**config.mk**
```make
export PLATFORM = sky130hd
export DESIGN_NAME = usb_tx_encoder
export DESIGN_NICKNAME = d
export VERILOG_FILES = /design/src/rtl/usb_tx_encoder.sv
export SDC_FILE = /design/constraint.sdc
export NUM_CORES = 1
export LEC_CHECK = 0
export BUFFER_PORTS_ARGS = -buffer_cell sky130_fd_sc_hd__buf_2
export CAP_MARGIN = 20
export CORE_UTILIZATION = 51
export CTS_BUF_LIST = sky130_fd_sc_hd__clkbuf_4 sky130_fd_sc_hd__clkbuf_8 sky130_fd_sc_hd__clkbuf_16
export CTS_CLUSTER_SIZE = 24
export DETAILED_ROUTE_END_ITERATION = 10
export PLACE_DENSITY = 0.67
export RECOVER_POWER = 100
export SLEW_MARGIN = 20
export SYNTH_ARGS = -nofsm -noshare
export SYNTH_HDL_FRONTEND = slang
export SYNTH_SLANG_ARGS = --single-unit
```
**constraint.sdc**
```tcl
create_clock -name clk -period 2.4 [get_ports clk]
set_clock_uncertainty 0.05 [all_clocks]
set_input_delay 0.48 -clock clk [delete_from_list [all_inputs] [get_ports clk]]
set_output_delay 0.48 -clock clk [all_outputs]
set_load 0.05 [all_outputs]
```
**src/rtl/usb_tx_encoder.sv**
```systemverilog
// USB low-level transmit encoder: SYNC, NRZI line coding with bit stuffing, EOP.
// Payload bytes arrive over a valid/ready handshake and go out LSB first.
module usb_tx_encoder #(
    parameter int CLKS_PER_BIT = 8
) (
    input  logic       clk,
    input  logic       n_rst,
    input  logic       tx_start,
    input  logic [7:0] tx_data,
    input  logic       tx_data_valid,
    input  logic       tx_last,
    output logic       tx_data_ready,
    output logic       d_plus,
    output logic       d_minus,
    output logic       tx_busy,
    output logic       tx_done,
    output logic       tx_error
);
    localparam int CW = (CLKS_PER_BIT > 1) ? $clog2(CLKS_PER_BIT) : 1;
    localparam logic [CW-1:0] CNT_MAX = CW'(CLKS_PER_BIT - 1);
    localparam logic [CW-1:0] CNT_ONE = CW'(1);

    typedef enum logic [2:0] {
        ST_IDLE    = 3'd0,
        ST_SYNC    = 3'd1,
        ST_DATA    = 3'd2,
        ST_STUFF   = 3'd3,
        ST_EOP_SE0 = 3'd4,
        ST_EOP_J   = 3'd5
    } state_t;

    state_t        state_r;
    state_t        state_next_s;
    logic [CW-1:0] bit_cnt_r;
    logic [CW-1:0] bit_cnt_next_s;
    logic [2:0]    bit_idx_r;
    logic [2:0]    bit_idx_next_s;
    logic [2:0]    idx_inc_s;
    logic [2:0]    ones_r;
    logic [2:0]    ones_next_s;
    logic [2:0]    ones_inc_s;
    logic [7:0]    shift_r;
    logic          last_r;
    logic          level_r;
    logic          level_next_s;
    logic          bit_end_s;
    logic          cur_bit_s;
    logic          boundary_s;
    logic          accept_s;
    logic          underrun_s;
    logic          new_bit_s;
    logic          nxt_bit_s;
    logic          se0_next_s;
    logic          d_plus_next_s;
    logic          d_minus_next_s;
    logic          busy_next_s;
    logic          done_next_s;

    assign bit_end_s  = (bit_cnt_r == CNT_MAX);
    assign idx_inc_s  = bit_idx_r + 3'd1;
    assign cur_bit_s  = shift_r[bit_idx_r];
    assign ones_inc_s = cur_bit_s ? (ones_r + 3'd1) : 3'd0;

    // State register
    always_ff @(posedge clk or negedge n_rst) begin
        if (!n_rst) begin
            state_r <= ST_IDLE;
        end else begin
            state_r <= state_next_s;
        end
    end

    // Next-state and bit sequencing; a pending stuff bit defers the byte boundary
    always_comb begin
        state_next_s   = state_r;
        bit_idx_next_s = bit_idx_r;
        ones_next_s    = ones_r;
        new_bit_s      = 1'b0;
        nxt_bit_s      = 1'b1;
        boundary_s     = 1'b0;
        accept_s       = 1'b0;
        underrun_s     = 1'b0;
        if ((state_r == ST_IDLE) || bit_end_s) begin
            bit_cnt_next_s = {CW{1'b0}};
        end else begin
            bit_cnt_next_s = bit_cnt_r + CNT_ONE;
        end
        case (state_r)
            ST_IDLE: begin
                if (tx_start) begin
                    state_next_s   = ST_SYNC;
                    bit_idx_next_s = 3'd0;
                    ones_next_s    = 3'd1;
                    new_bit_s      = 1'b1;
                    nxt_bit_s      = 1'b0;
                end else begin
                    state_next_s = ST_IDLE;
                end
            end
            ST_SYNC: begin
                if (bit_end_s && (bit_idx_r == 3'd7)) begin
                    boundary_s = 1'b1;
                end else if (bit_end_s) begin
                    bit_idx_next_s = idx_inc_s;
                    new_bit_s      = 1'b1;
                    nxt_bit_s      = (bit_idx_r == 3'd6);
                end else begin
                    state_next_s = ST_SYNC;
                end
            end
            ST_DATA: begin
                if (bit_end_s) begin
                    ones_next_s = ones_inc_s;
                    if (ones_inc_s == 3'd6) begin
                        state_next_s = ST_STUFF;
                        ones_next_s  = 3'd0;
                        new_bit_s    = 1'b1;
                        nxt_bit_s    = 1'b0;
                    end else if (bit_idx_r == 3'd7) begin
                        boundary_s = 1'b1;
                    end else begin
                        bit_idx_next_s = idx_inc_s;
                        new_bit_s      = 1'b1;
                        nxt_bit_s      = shift_r[idx_inc_s];
                    end
                end else begin
                    state_next_s = ST_DATA;
                end
            end
            ST_STUFF: begin
                if (bit_end_s && (bit_idx_r == 3'd7)) begin
                    boundary_s = 1'b1;
                end else if (bit_end_s) begin
                    state_next_s   = ST_DATA;
                    bit_idx_next_s = idx_inc_s;
                    new_bit_s      = 1'b1;
                    nxt_bit_s      = shift_r[idx_inc_s];
                end else begin
                    state_next_s = ST_STUFF;
                end
            end
            ST_EOP_SE0: begin
                if (bit_end_s && (bit_idx_r == 3'd1)) begin
                    state_next_s = ST_EOP_J;
                end else if (bit_end_s) begin
                    bit_idx_next_s = idx_inc_s;
                end else begin
                    state_next_s = ST_EOP_SE0;
                end
            end
            ST_EOP_J: begin
                if (bit_end_s) begin
                    state_next_s = ST_IDLE;
                end else begin
                    state_next_s = ST_EOP_J;
                end
            end
            default: begin
                state_next_s = ST_IDLE;
            end
        endcase
        // The latched last flag belongs to the previous packet while in SYNC
        if (boundary_s) begin
            bit_idx_next_s = 3'd0;
            if ((state_r != ST_SYNC) && last_r) begin
                state_next_s = ST_EOP_SE0;
            end else if (tx_data_valid) begin
                state_next_s = ST_DATA;
                accept_s     = 1'b1;
                new_bit_s    = 1'b1;
                nxt_bit_s    = tx_data[0];
            end else begin
                state_next_s = ST_EOP_SE0;
                underrun_s   = 1'b1;
            end
        end else begin
            accept_s = 1'b0;
        end
    end

    // Output decode: NRZI level, SE0 and status flags for the coming cycle
    always_comb begin
        busy_next_s = (state_next_s != ST_IDLE);
        done_next_s = (state_next_s == ST_EOP_J) && (bit_cnt_next_s == CNT_MAX);
        se0_next_s  = (state_next_s == ST_EOP_SE0);
        if ((state_next_s == ST_IDLE) || (state_next_s == ST_EOP_J)) begin
            level_next_s = 1'b1;
        end else if (new_bit_s) begin
            level_next_s = nxt_bit_s ? level_r : ~level_r;
        end else begin
            level_next_s = level_r;
        end
        if (se0_next_s) begin
            d_plus_next_s  = 1'b0;
            d_minus_next_s = 1'b0;
        end else begin
            d_plus_next_s  = level_next_s;
            d_minus_next_s = ~level_next_s;
        end
    end

    // Bit timing, shift data and ones-run bookkeeping
    always_ff @(posedge clk or negedge n_rst) begin
        if (!n_rst) begin
            bit_cnt_r <= {CW{1'b0}};
            bit_idx_r <= 3'd0;
            ones_r    <= 3'd0;
            level_r   <= 1'b1;
            shift_r   <= 8'h00;
            last_r    <= 1'b0;
        end else begin
            bit_cnt_r <= bit_cnt_next_s;
            bit_idx_r <= bit_idx_next_s;
            ones_r    <= ones_next_s;
            level_r   <= level_next_s;
            if (accept_s) begin
                shift_r <= tx_data;
                last_r  <= tx_last;
            end else begin
                shift_r <= shift_r;
                last_r  <= last_r;
            end
        end
    end

    // Registered line and status outputs
    always_ff @(posedge clk or negedge n_rst) begin
        if (!n_rst) begin
            d_plus        <= 1'b1;
            d_minus       <= 1'b0;
            tx_busy       <= 1'b0;
            tx_data_ready <= 1'b0;
            tx_done       <= 1'b0;
            tx_error      <= 1'b0;
        end else begin
            d_plus        <= d_plus_next_s;
            d_minus       <= d_minus_next_s;
            tx_busy       <= busy_next_s;
            tx_data_ready <= accept_s;
            tx_done       <= done_next_s;
            tx_error      <= underrun_s;
        end
    end

endmodule

```
==> results.toml <==
[timing]
final.setup.worst_slack_ns = 0.1102
timing.final.crit_share_pct = 95.41
setup_viol = 0
maxSlewViolCount = 0
relSlewSlack_pct = 4.678
tightestPinTransition_ns = 1.430
rsz0062_at_grt = "true"
finalHoldViolCount = 0
finalCriticalPeriod_ns = 2.290
clock.fmax_mhz = 436.7

[critical_path]
cp_num_cells = 8
regToRegEndpoint = "d_minus"
r2r-start = "ones_r[0]"
worstPathArrival_ns = 2.46
path_max_fanout = 13
path_class = "flip-flop to flip-flop"
crit_buf_inv = 1
slowest_stage = "dfrtp_1"
cp-end-kind = "flip-flop"
start_kind = "flip-flop"
critPathMaxStageDelay_ns = 0.45
path_cells = "ha_1 -> xor2_2 -> nand3_2 -> nand4b_4 -> o2111a_2 -> buf_4 -> nor3_1 -> nor2_1"
cp_data_required_time_ns = 2.57
cpLargestDelayFamily = "simple AND/OR/NAND/NOR gates"
ff2ff_setup_slack_ns = 0.11
ff2ff_path_depth = 8

[grt]
use_met3_pct = 3.493
grt_pass1_vias = 1209
use_met1_pct = 31.12
grt_max_degree = 29
grtUsageMet2_pct = 32.95
antenna_found_initial = 0
grt_use_total_pct = 21.38
grt_most_used_layer = "met2"
grt_overflow = 0
grt_pass1_wl_mm = 5.623

[cts]
clock-sinks = 28
cts_made_buffers = 3
cts_buffer_depth = 2
cts_htree_levels = 1
cts_root_buf = "clkbuf_4"
cts_tree = "yes"
ctsHoldBuffers = 0
path_clk_slew_ns = 0.14
clk_latency_ns = 0.33

[yosys]
avgSynthCellArea_um2 = 10.45
synthDistinctLibCells = 46
synthCells = 159
synth.area.top_cells = "dfrtp_1, mux2_2, ha_1"
syn_nets = 179
synth_area_leader_cell = "dfrtp_1"
ys.warnings.count = 0
synth_top_area_share_pct = 39.16
ys_seq_area_share_pct = 42.32
synth_area_um2 = 1662
ys_seq_elements = 28

[power_and_ir_drop]
p_seq_share_pct = 42.0
leakage_nw = 0.8423
total_power_mw = 1.623
power_frac_comb_pct = 45.1
p_clk_share_pct = 12.9
internal_power_mw = 0.9757
sw_frac_of_total_pct = 39.89
p_per_area_nw_per_um2 = 859.1
power.switching_mw = 0.6474
ir_drop_v = 0.0006364

[route]
drt_iter0_markers = 55
antenna_left = 0
num_vias = 1268
post_drt_via_cell_ratio = 5.586
firstDrtPassIters = 4
post_drt_wl_per_cell_um = 14.63
finalWirelength_mm = 3.321
drc_errors = 0

[job]
max_cap_viol_count = 0

[outcome]
status = "completed"

[place]
dp_slack_ns = 0.1090
hpwlAfterDp_mm = 2.458
io_buffers = 18
gp_congestion = 0.8251

[hold_path]
hp-class = "input port to flip-flop"
hold_depth = 2
holdCritStartpoint = "tx_data[2]"
hold_end = "shift_r[2]"

[floorplan]
die_h_um = 59.08
die-area_um2 = 3490
start_util_pct = 53.98
num_rows = 20
io_pins = 19
coreArea_um2 = 3078
die_w_um = 59.08

[layout]
drive_above_1_share_pct = 29.51
insertedDiodeCount = 0
fin_util_pct = 61.38
areaGrowthSynthToFinish_pct = 13.70
nets = 204
## power by group through the flow
stage | combinational (mW) | clock (mW) | sequential, mW
after floorplan | 0.554 | 0 | 0.704
after global routing | 0.812 | 0.236 | 0.698
final | 0.732 | 0.210 | 0.682
after detailed placement | 0.726 | 0 | 0.684
after global placement | 0.713 | 0 | 0.681
after CTS | 0.731 | 0.218 | 0.676
## through the flow
step | area (um^2) | hold slack [ns] | TNS (ns) | instances
after floorplan | 1662 | 0.1344 | 0 | 159
after global placement | 1819 | 0.4158 | 0 | 220
after detailed placement | 1819 | 0.4215 | 0 | 220
after CTS | 1849 | 0.09955 | 0 | 224
after global routing | 1889 | 0.3060 | -0.05419 | 227
final | 1889 | 0.3203 | 0 | 227
## cell families after synthesis
family                     count (synthesis)  synth area share [%]
AOI/OAI and AO/OA                         33                 16.19
xor gates and xnor gates                   1                0.5272
adders and majority gates                  7                 5.271
buffers and inverters                     14                 3.991
DFF                                       28                 42.32
muxes                                     17                 12.42
and+or+nand+nor                           59                 19.28
## layout by cell type, fill, tap and decap left out, types with 4 or more instances in the layout
| master | instances |
|---|---|
| buf_2 | 11 |
| nor2_1 | 14 |
| mux2i_1 | 5 |
| nor2b_1 | 6 |
| dfrtp_1 | 24 |
| clkbuf_1 | 7 |
| mux2_2 | 9 |
| buf_4 | 11 |
| nor3_1 | 4 |
| a21oi_1 | 4 |
| inv_1 | 5 |
| clkbuf_4 | 4 |
| o21ai_0 | 4 |
| nand2_1 | 14 |
| ha_1 | 7 |
## cells in the mapped netlist (all sizes together)
| cell type | n |
|---|---|
| nor2b | 7 |
| nand2b | 3 |
| xor2 | 1 |
| and2 | 3 |
| or3 | 1 |
| o21ai | 6 |
| mux2i | 6 |
| mux2 | 9 |
| o31ai | 1 |
| a32o | 3 |
| dfstp | 2 |
| nand4b | 1 |
| inv | 5 |
| a22oi | 3 |
| o211ai | 1 |
| o2111a | 2 |
| o21bai | 2 |
| nand2 | 14 |
| a221o | 2 |
| dfrtp | 26 |
| nor4bb | 1 |
| nand3 | 4 |
| a21o | 3 |
| clkbuf | 5 |
| a31oi | 3 |
| nor2 | 14 |
| nor3b | 4 |
| a2bb2oi | 1 |
| nand4 | 1 |
| buf | 4 |
| a221oi | 1 |
| mux4 | 2 |
| o221a | 1 |
| a21oi | 4 |
| or2 | 2 |
| ha | 7 |
| nor3 | 4 |
## metal layers
metal | wire (um) | share of wire, %
met5 | 0 | 0
met2 | 1526 | 46
met3 | 180 | 5.4
met1 | 1588 | 48
met4 | 25 | 0.75
## final cells by class
type / count / area, um^2
Multi-Input combinational cell: 117 / 915.9
Fill cell: 284 / 1189
Inverter: 5 / 18.77
Clock buffer: 4 / 30.03
Timing Repair Buffer: 29 / 163.9
Sequential cell: 28 / 705.7
Tap cell: 44 / 55.05
## sequential cells by signal, indices dropped and copies added, names as in the netlist
name / count
bit_cnt_r: 3
bit_idx_r: 3
d_minus: 1
d_plus: 1
last_r: 1
level_r: 1
ones_r: 3
shift_r: 8
state_r: 3
tx_busy: 1
tx_data_ready: 1
tx_done: 1
tx_error: 1
## how the worst max path moves through the flow
stage                       startpoint      endpoint  slack, ns
final                        ones_r[0]       d_minus       0.11
after global routing         ones_r[0]       d_minus      -0.02
after floorplan              ones_r[0]        d_plus       0.29
after global placement    bit_idx_r[1]  bit_idx_r[0]       0.13
after CTS                 bit_idx_r[1]        d_plus       0.09
after detailed placement     ones_r[0]        d_plus       0.11
## what timing repair did
item,in CTS,in global routing
hold endpoints to repair,0,0
buffers inserted,0,3
setup endpoints to repair,0,3
gates resized for setup,0,8
Power figures use the tool's default switching activity.
